### src/rtl/seq_unlock_pkg.sv
// Shared types and constants for the sequential unlock controller.
// The LFSR constants are only consumed when SEQ_UNLOCK_SCRAMBLE_EN is defined.
package seq_unlock_pkg;

   typedef enum logic [1:0] {
      ST_LOCKED   = 2'd0,
      ST_UNLOCKED = 2'd1,
      ST_LOCKOUT  = 2'd2
   } state_t;

   // Polynomial x^8+x^6+x^5+x^4+1 as a Fibonacci tap mask on bits 7,5,4,3
   localparam logic [7:0] LFSR_TAPS = 8'hB8;
   localparam logic [7:0] LFSR_SEED = 8'h01;

   // One left shift of the LFSR with the XOR of the tapped bits fed into bit 0
   function automatic logic [7:0] lfsrNext(input logic [7:0] q);
      return {q[6:0], ^(q & LFSR_TAPS)};
   endfunction

endpackage

### src/rtl/seq_unlock_lfsr.sv
// 8-bit scrambling LFSR, stepping once per asserted adv.
// Only instantiated when SEQ_UNLOCK_SCRAMBLE_EN is defined.
module seq_unlock_lfsr
   import seq_unlock_pkg::*;
(
   input  logic       clk,
   input  logic       rst_n,
   input  logic       adv,
   output logic [7:0] q
);

   logic [7:0] r_lfsr;

   // Advance the sequence on each request; reset returns to the fixed seed
   always_ff @(posedge clk or negedge rst_n) begin
      if (!rst_n) begin
         r_lfsr <= LFSR_SEED;
      end else if (adv) begin
         r_lfsr <= lfsrNext(r_lfsr);
      end
   end

   assign q = r_lfsr;

endmodule

### src/rtl/seq_unlock_ctrl.sv
// Sequential unlock controller: a fixed series of symbol reads inside an
// address window unlocks the block; repeated wrong symbols cause a timed
// lockout. Define SEQ_UNLOCK_SCRAMBLE_EN to XOR the readback with an LFSR.
module seq_unlock_ctrl
   import seq_unlock_pkg::*;
#(
   parameter int                          ADDR_W      = 14,
   parameter logic [ADDR_W-1:0]           SEL_MASK    = 14'h3000,
   parameter logic [ADDR_W-1:0]           SEL_MATCH   = 14'h1000,
   parameter int                          NIB_W       = 4,
   parameter int                          NIB_LSB     = 4,
   parameter int                          KEY_LEN     = 6,
   parameter logic [KEY_LEN*NIB_W-1:0]    KEY         = 24'h29BA35,
   parameter logic [NIB_W-1:0]            RELOCK_NIB  = 4'hF,
   parameter int                          MAX_FAIL    = 3,
   parameter int                          LOCKOUT_CYC = 256
) (
   input  logic                         clk,
   input  logic                         rst_n,
   input  logic                         bus_valid,
   input  logic                         bus_rd,
   input  logic [ADDR_W-1:0]            bus_addr,
   input  logic                         sser,
   output logic [1:0]                   rdata,
   output logic                         rdata_oe,
   output logic                         unlocked,
   output logic                         lockout,
   output logic [$clog2(KEY_LEN+1)-1:0] step
);

   localparam int STEP_W  = $clog2(KEY_LEN+1);
   localparam int FAIL_W  = $clog2(MAX_FAIL+1);
   localparam int TIMER_W = $clog2(LOCKOUT_CYC+1);

   localparam logic [STEP_W-1:0]  STEP_LAST = STEP_W'(KEY_LEN-1);
   localparam logic [STEP_W-1:0]  STEP_FULL = STEP_W'(KEY_LEN);
   localparam logic [FAIL_W-1:0]  FAIL_LAST = FAIL_W'(MAX_FAIL-1);
   localparam logic [TIMER_W-1:0] TIMER_INIT = TIMER_W'(LOCKOUT_CYC-1);
   localparam logic [NIB_W-1:0]   KEY_FIRST = KEY[(KEY_LEN-1)*NIB_W +: NIB_W];

   state_t              r_state;
   state_t              w_stateNxt;
   logic [STEP_W-1:0]   r_step;
   logic [STEP_W-1:0]   w_stepNxt;
   logic [FAIL_W-1:0]   r_fail;
   logic [FAIL_W-1:0]   w_failNxt;
   logic [TIMER_W-1:0]  r_timer;
   logic [TIMER_W-1:0]  w_timerNxt;
   logic [1:0]          r_rdata;
   logic [1:0]          w_rdataNxt;
   logic                r_rdataOe;
   logic                w_qual;
   logic [NIB_W-1:0]    w_sym;
   logic [NIB_W-1:0]    w_expSym;
   logic [1:0]          w_rdataRaw;

   assign w_qual = bus_valid & bus_rd & ~sser & ((bus_addr & SEL_MASK) == SEL_MATCH);
   assign w_sym  = bus_addr[NIB_LSB +: NIB_W];

`ifdef SEQ_UNLOCK_SCRAMBLE_EN
   logic [7:0] w_lfsr;

   seq_unlock_lfsr u_lfsr (
      .clk   (clk),
      .rst_n (rst_n),
      .adv   (w_qual),
      .q     (w_lfsr)
   );

   assign w_rdataRaw = w_lfsr[1:0] ^ {(r_state == ST_UNLOCKED), ^r_step};
`else
   assign w_rdataRaw = {(r_state == ST_UNLOCKED), r_step[0]};
`endif

   // Pick the key symbol expected at the current step (constant selects only)
   always_comb begin
      w_expSym = '0;
      for (int k = 0; k < KEY_LEN; k++) begin
         if (r_step == STEP_W'(k)) begin
            w_expSym = KEY[(KEY_LEN-1-k)*NIB_W +: NIB_W];
         end
      end
   end

   // Next-state logic: matching only on qualifying reads, timer runs freely in lockout
   always_comb begin
      w_stateNxt = r_state;
      w_stepNxt  = r_step;
      w_failNxt  = r_fail;
      w_timerNxt = r_timer;
      case (r_state)
         ST_LOCKED: begin
            if (w_qual) begin
               if (w_sym == w_expSym) begin
                  w_failNxt = '0;
                  if (r_step == STEP_LAST) begin
                     w_stateNxt = ST_UNLOCKED;
                     w_stepNxt  = STEP_FULL;
                  end else begin
                     w_stepNxt = r_step + STEP_W'(1);
                  end
               end else begin
                  w_stepNxt = (w_sym == KEY_FIRST) ? STEP_W'(1) : '0;
                  w_failNxt = r_fail + FAIL_W'(1);
                  if (r_fail == FAIL_LAST) begin
                     w_stateNxt = ST_LOCKOUT;
                     w_stepNxt  = '0;
                     w_timerNxt = TIMER_INIT;
                  end
               end
            end
         end
         ST_UNLOCKED: begin
            if (w_qual && (w_sym == RELOCK_NIB)) begin
               w_stateNxt = ST_LOCKED;
               w_stepNxt  = '0;
            end
         end
         ST_LOCKOUT: begin
            if (r_timer == '0) begin
               w_stateNxt = ST_LOCKED;
               w_failNxt  = '0;
            end else begin
               w_timerNxt = r_timer - TIMER_W'(1);
            end
         end
         default: begin
            w_stateNxt = ST_LOCKED;
            w_stepNxt  = '0;
            w_failNxt  = '0;
            w_timerNxt = '0;
         end
      endcase
   end

   // Readback is taken from the state before this access updates it; lockout reads as zero
   always_comb begin
      w_rdataNxt = 2'b00;
      if (w_qual && (r_state != ST_LOCKOUT)) begin
         w_rdataNxt = w_rdataRaw;
      end
   end

   // State, counters and registered readback
   always_ff @(posedge clk or negedge rst_n) begin
      if (!rst_n) begin
         r_state   <= ST_LOCKED;
         r_step    <= '0;
         r_fail    <= '0;
         r_timer   <= '0;
         r_rdata   <= 2'b00;
         r_rdataOe <= 1'b0;
      end else begin
         r_state   <= w_stateNxt;
         r_step    <= w_stepNxt;
         r_fail    <= w_failNxt;
         r_timer   <= w_timerNxt;
         r_rdata   <= w_rdataNxt;
         r_rdataOe <= w_qual;
      end
   end

   assign rdata    = r_rdata;
   assign rdata_oe = r_rdataOe;
   assign unlocked = (r_state == ST_UNLOCKED);
   assign lockout  = (r_state == ST_LOCKOUT);
   assign step     = r_step;

endmodule

### config.mk
export PLATFORM = sky130hd
export DESIGN_NAME = seq_unlock_ctrl
export DESIGN_NICKNAME = d
export VERILOG_FILES = /design/src/rtl/seq_unlock_pkg.sv /design/src/rtl/seq_unlock_lfsr.sv /design/src/rtl/seq_unlock_ctrl.sv
export SDC_FILE = /design/constraint.sdc
export NUM_CORES = 1
export LEC_CHECK = 0
export ABC_AREA = 1
export CAP_MARGIN = 5
export CORE_AREA = 2 2 56 58
export CTS_CLUSTER_SIZE = 14
export DETAILED_ROUTE_END_ITERATION = 10
export DIE_AREA = 0 0 58 60
export GPL_TIMING_DRIVEN = 0
export PLACE_DENSITY = 0.78
export SLEW_MARGIN = 20
export SYNTH_ARGS = -nofsm -noshare
export SYNTH_HDL_FRONTEND = slang
export SYNTH_SLANG_ARGS = --single-unit
### constraint.sdc
create_clock -name clk -period 2.2 [get_ports clk]
set_input_delay 0.66 -clock clk [delete_from_list [all_inputs] [get_ports clk]]
set_output_delay 0.66 -clock clk [all_outputs]
set_load 0.01 [all_outputs]
# Word-level counts from Yosys, hierarchy flattened
# Cells that the tools add are included.
[totals]
rom_bits = 0
mem_bits_rw = 0
word_cells = 74
ff_bits = 19
memories = 0
latch_bits = 0
[classes]
n_reduce_logical = 9
magnitude_cmp = 0
shift = 0
n_bitwise = 6
n_addsub = 3
n_eq_ne = 21
muxes = 29
div = 0
mul = 0
[ops]
columns = ["op", "count"]
rows = [
  ["2-to-1 mux 9 bit", 4],
  ["case mux 9 bit (3 select lines)", 1],
  ["2-to-1 mux 2 bit", 10],
  ["2-to-1 mux 4 bit", 5],
  ["2-to-1 mux 3 bit", 4],
  ["case mux 2 bit (3 select lines)", 2],
  ["inequality test 2 bit, second input constant", 5],
  ["AND reduction 5 bit", 2],
  ["zero test 9 bit", 1],
  ["case mux 3 bit (3 select lines)", 1],
  ["subtractor 9 x 1 -> 9 bit, second input constant", 1],
  ["equality test 3 x 2 -> 1 bit, second input constant", 2],
  ["equality test 3 bit, second input constant", 2],
  ["inequality test 3 bit, second input constant", 2],
  ["AND reduction 3 bit", 2],
  ["equality test 2 x 1 -> 1 bit, second input constant", 2],
  ["equality test 2 bit, second input constant", 2],
  ["equality test 4 x 2 -> 1 bit, second input constant", 1],
  ["equality test 4 bit", 1],
  ["equality test 4 bit, second input constant", 1],
  ["inequality test 2 x 1 -> 1 bit, second input constant", 2],
  ["adder 3 x 1 -> 3 bit, second input constant", 1],
  ["bitwise AND 1 bit", 3],
  ["equality test 3 x 1 -> 1 bit, second input constant", 1],
  ["other kinds (6)", 10],
]

# Logic depth before layout (Yosys ltp)
[depth]
word_depth = 11
ltp_mapped = 13

# Least setup slack after synthesis
# No wires, ideal clock.
[synth_timing]
path_kind = "flip-flop to flip-flop"
from = "register r_step[1] (netlist: step[1])"
to = "register r_timer[0]"
period_less_slack_ns = 1.804
path_buffers = 1
stages_incl_launch_ff = 12
slack_ns = 0.396
setup_time_ns = 0.117
required_time_ns = 2.083
arrival_ns = 1.687
cell_sequence = "dfrtp_1 > inv_1 > ha_1 > o21ai_2 > nand2_2 > nand3_1 > nand3_2 > nor2_4 > nand2_4 > buf_6 > nand4_1 > nand2_1"
[synth_via]
elab_chain_cells = 10
elab_cells_between_ends = 15
[synth_lines]
columns = ["element", "line_no", "rtl"]
rows = [
  ["start, declared", "seq_unlock_ctrl.sv:43", "logic [STEP_W-1:0] r_step;"],
  ["start signal, assigned", "seq_unlock_ctrl.sv:155", "r_step <= w_stepNxt;"],
  ["zero test 3 bit", "seq_unlock_ctrl.sv:79", "if (r_step == STEP_W'(k)) begin"],
  ["2-to-1 mux 2 bit", "seq_unlock_ctrl.sv:79", ""],
  ["2-to-1 mux 4 bit (4 in a row)", "seq_unlock_ctrl.sv:79", ""],
  ["2-to-1 mux 4 bit *", "seq_unlock_ctrl.sv:79", ""],
  ["equality test 4 bit *", "seq_unlock_ctrl.sv:94", "if (w_sym == w_expSym) begin"],
  ["inequality test 2 bit (no line) *", "-", ""],
  ["AND reduction 5 bit (no line) *", "-", ""],
  ["end signal, assigned", "seq_unlock_ctrl.sv:157", "r_timer <= w_timerNxt;"],
  ["end, declared", "seq_unlock_ctrl.sv:47", "logic [TIMER_W-1:0] r_timer;"],
]
# Mark *: on every way between the ends. The rest lies on a longest branch, timed or not.
# A chain may end at the register's enable or synchronous reset.

# Final worst setup path
[layout_timing]
from = "register r_step[0] (netlist: step[0])"
to = "output step[0]"
[layout_rtl]
columns = ["element", "line_no", "rtl"]
rows = [
  ["end, declared", "seq_unlock_ctrl.sv:28", "output logic [$clog2(KEY_LEN+1)-1:0] step"],
]
# No word-level cell between the ends.

==> reports/summary.txt <==
WORST HOLD PATH
--------------------------------------------------------------------------------------------
Launch point of the worst hold path ........................................... r_fail[0]$_DFFE_PN0P_
HP Class ......................................................................      reg2reg

STA
--------------------------------------------------------------------------------------------
Number of failing setup endpoints in the final timing report ..................            0
Worst clock skew on the final layout ..........................................  0.000705 ns
Fraction of the cycle the final worst path needs ..............................        91.4%
RSZ-0062 raised after global routing ..........................................           no
Pin slew with the least headroom to its limit .................................     0.829 ns
Number of max-slew violations in the final report .............................            0
Slew HR .......................................................................        44.5%
Min setup slack post-route ....................................................     0.189 ns
Upper clock frequency limit ...................................................      497 MHz
Hold violation total from the final report ....................................            0
Final total negative setup slack ..............................................         0 ns
Final critical delay including setup and external delays ......................      2.01 ns

GLOBAL ROUTE
--------------------------------------------------------------------------------------------
Largest net degree at the start of global routing .............................           20
Number of global-route vias before repair .....................................        1,193
Number of antenna violations at the first check in global routing .............            0
Overall fraction of global-route tracks in use ................................        19.4%
Aggregate global routing overflow .............................................            0
First-pass GRT wire length ....................................................      5.21 mm

POWER AND IR DROP
--------------------------------------------------------------------------------------------
Total net switching power .....................................................     0.997 mW
Power Dens Cells ..............................................................  1170 nW/µm²
Net switching fraction of the power ...........................................        48.7%
Standby leakage power .........................................................     0.881 nW
Share of total power in the clock network .....................................         8.5%
Power Total ...................................................................      2.05 mW
Internal power of the cells ...................................................      1.05 mW
Part of the power in registers ................................................        28.5%
Relative contribution of combinational cells to total power ...................        63.0%
Max VDD drop ..................................................................       617 µV

FLOORPLANNING
--------------------------------------------------------------------------------------------
Die X .........................................................................        58 µm
Area of the core region .......................................................     2900 µm²
Number of top-level pins ......................................................           27
Height of the die .............................................................        60 µm
Starting density of the core ..................................................        49.9%
Full die area .................................................................     3480 µm²
Cell row count ................................................................           20

LAYOUT
--------------------------------------------------------------------------------------------
Core Util, Final ..............................................................        60.1%
Number of nets in the layout ..................................................          248
Fraction of final layout cells with drive strength greater than 1 .............        22.2%
Relative area change from synthesis to final layout ...........................        20.5%
Number of diodes added for antenna fixing .....................................            0

LOGIC SYNTHESIS
--------------------------------------------------------------------------------------------
Synth Area in Compound Gates ..................................................        8.38%
Number of different library cells in the post-synthesis netlist ...............           32
Number of nets produced by synthesis ..........................................          219
Leading cell types by total area after synthesis .............................. sky130_fd_sc_hd__dfrtp_1 (33%), sky130_fd_sc_hd__nand2_1 (13%), sky130_fd_sc_hd__ha_1 (6.1%)
Area share of the largest cell type after synthesis ...........................        32.8%
Combinational family with the most area after synthesis ....................... simple AND/OR/NAND/NOR gates
Total standard cell area after synthesis ......................................     1450 µm²
Primary FF master, synth ...................................................... sky130_fd_sc_hd__dfrtp_1
Xor and xnor area share after synthesis .......................................        2.33%
Basic-gate share of the synthesized area counting and, or, nand and nor cells .        41.3%
Number of register bits inferred by synthesis .................................           19
Fraction of registers with async set/reset ....................................         100%
Number of standard cells after synthesis ......................................          193
Synthesized area per cell .....................................................     7.50 µm²
Share of synthesized cell area in full adder, half adder and majority cells ...        6.05%
Number of enable-type register cells in the synthesized netlist ...............            0
Largest area contributor in the netlist ....................................... sky130_fd_sc_hd__dfrtp_1
Synth warn ....................................................................            0
Sequential-to-total area share from yosys stat ................................        32.8%
Post-synthesis mux area share .................................................           0%

CTS
--------------------------------------------------------------------------------------------
H-tree depth reported by CTS ..................................................            1
Max Root-Sink Buffers .........................................................            2
CTS buffer count ..............................................................            3
Register clock-pin slew on the reported worst setup and hold paths ............      0.10 ns
Hold Buf Count CTS ............................................................            0
Later-pin clock latency in the skew report ....................................      0.29 ns
TritonCTS clock tree ..........................................................         done
Count of clock tree sinks .....................................................           19
Clock tree root driver cell ................................................... sky130_fd_sc_hd__clkbuf_4

DETAILED ROUTING
--------------------------------------------------------------------------------------------
Remaining design rule violation count .........................................            0
Count of nets left with antenna violations after detail routing ...............            0
Via total after detailed routing ..............................................        1,288
Iteration-0 DRC Markers .......................................................           43
Via-per-instance ratio ........................................................         5.07
Pre-antenna DRT Iters .........................................................            4
Drt total wl ..................................................................      2.85 mm
WL/cell .......................................................................      11.2 µm

WORST SETUP PATH
--------------------------------------------------------------------------------------------
Required time at the worst-slack endpoint .....................................      1.54 ns
Gate family responsible for the most delay along the worst path ............... buffers and inverters
Setup crit start kind .........................................................         flop
Type of destination of the critical path ......................................  output port
Launching element of the worst setup path ..................................... step[0]$_DFFE_PN0P_
Critical path cell sequence ................................................... clkdlybuf4s50_1
Worst reg2reg startpoint ...................................................... step[1]$_DFFE_PN0P_
Crit path buf inv count .......................................................            1
Crit-path slowest cell ........................................................ sky130_fd_sc_hd__clkdlybuf4s50_1
Kind of critical path .........................................................      reg2out
Crit path arrival time ........................................................      1.35 ns
Highest net fanout along the worst path .......................................            6
Slowest stage delay, CP .......................................................      0.58 ns

PLACE
--------------------------------------------------------------------------------------------
# port buffers ................................................................           18
Final RePlAce weighted congestion .............................................        0.887
Placed wire-length estimate after detailed placement ..........................      2.19 mm
Post-Place Worst Slack ........................................................   -0.0811 ns

JOB
--------------------------------------------------------------------------------------------
Maximum Capacitance Violations ................................................            0

OUTCOME
--------------------------------------------------------------------------------------------
Run status ....................................................................    completed

-- power groups by stage --
stage	registers [mW]	logic [mW]	clock network [mW]
after global placement	0.600	1.21	0
after global routing	0.608	1.47	0.202
after floorplan	0.584	0.957	0
final	0.583	1.29	0.174
after CTS	0.587	1.27	0.182
after detailed placement	0.603	1.23	0
-- flip-flops by register name, indices dropped and copies added, names as in the netlist --
name,flops
r_fail,2
rdata,2
r_timer,9
r_state,2
step,3
rdata_oe,1
-- path summary, 6_finish.rpt --
path | slack (ns) | to | cells after the start
setup / recovery | 0.19 | step[0] | 1
hold / removal | 0.48 | r_fail[0]$_DFFE_PN0P_ | 1
setup reg to reg | 0.24 | r_timer[0]$_DFFE_PN0P_ | 11
hold reg to reg | 0.48 | r_fail[0]$_DFFE_PN0P_ | 1
max in group asynchronous | 0.80 | r_state[0]$_DFFE_PN0P_ | 1
min in group asynchronous | 0.83 | r_timer[4]$_DFFE_PN0P_ | 1
-- timing repair --
item	CTS	global route
gates resized for setup	3	1
pin swaps	1	0
hold endpoints to repair	0	0
gates cloned	0	0
buffers inserted	4	2
setup endpoints to repair	2	1
-- logic make-up after synthesis --
logic type,count (synthesis)
compound gates,19
simple gates,112
fa+ha+maj,7
flops,19
buf+inv,33
xor+xnor,3
-- Yosys cell counts (5+ instances only) --
library cell              number
sky130_fd_sc_hd__o21ai_0       5
sky130_fd_sc_hd__dfrtp_1      19
sky130_fd_sc_hd__nand2_2       5
sky130_fd_sc_hd__inv_2         8
sky130_fd_sc_hd__nand3_1      14
sky130_fd_sc_hd__ha_1          7
sky130_fd_sc_hd__nand4_1      10
sky130_fd_sc_hd__nor2_1       10
sky130_fd_sc_hd__nand2_1      49
sky130_fd_sc_hd__inv_1        22
sky130_fd_sc_hd__a21oi_1       5
-- routing by layer --
layer  vias to the layer above  GRT usage, %  share of wire [%]
li1                        692             -                  -
met4                         0          2.99               0.46
met5                         -             0                  0
met2                        20          30.4                 46
met1                       574          28.0                 51
met3                         2          4.55                2.6
-- area by class of cell --
class                   instances  area [µm²]
fillers                       261        1160
multi-input cells             141         841
flip-flops and latches         19         478
repair buffers                 24         226
inverters                      32         120
well taps                      33        41.3
clock buffers                   4        26.3
plain buffers                   1        11.3
-- cells in the final DEF (no fill, tap or decap), types with 3 or more instances in the layout --
cell                              netlist  routed
sky130_fd_sc_hd__a21oi_1                5       5
sky130_fd_sc_hd__buf_4                  0       6
sky130_fd_sc_hd__clkbuf_4               0       3
sky130_fd_sc_hd__clkdlybuf4s50_1        0      16
sky130_fd_sc_hd__dfrtp_1               19      17
sky130_fd_sc_hd__ha_1                   7       7
sky130_fd_sc_hd__inv_1                 22      22
sky130_fd_sc_hd__inv_2                  8       8
sky130_fd_sc_hd__nand2_1               49      49
sky130_fd_sc_hd__nand2_2                5       5
sky130_fd_sc_hd__nand3_1               14      14
sky130_fd_sc_hd__nand3_2                4       4
sky130_fd_sc_hd__nand4_1               10      10
sky130_fd_sc_hd__nor2_1                10      10
sky130_fd_sc_hd__nor2_2                 3       3
sky130_fd_sc_hd__nor2_4                 4       4
sky130_fd_sc_hd__nor3_2                 3       3
sky130_fd_sc_hd__o21ai_0                5       5
sky130_fd_sc_hd__o21ai_1                4       4
sky130_fd_sc_hd__o21ai_2                3       3
-- stage by stage --
stage	instances	hold slack, ns	instance area, µm²
3_3_place_gp	244	0.455	1670
3_5_place_dp	244	0.468	1670
6_report	254	0.480	1740
2_1_floorplan	193	0.364	1450
5_1_grt	254	0.538	1740
4_1_cts	252	0.483	1730
No activity file was read; power rests on OpenSTA's default activity.
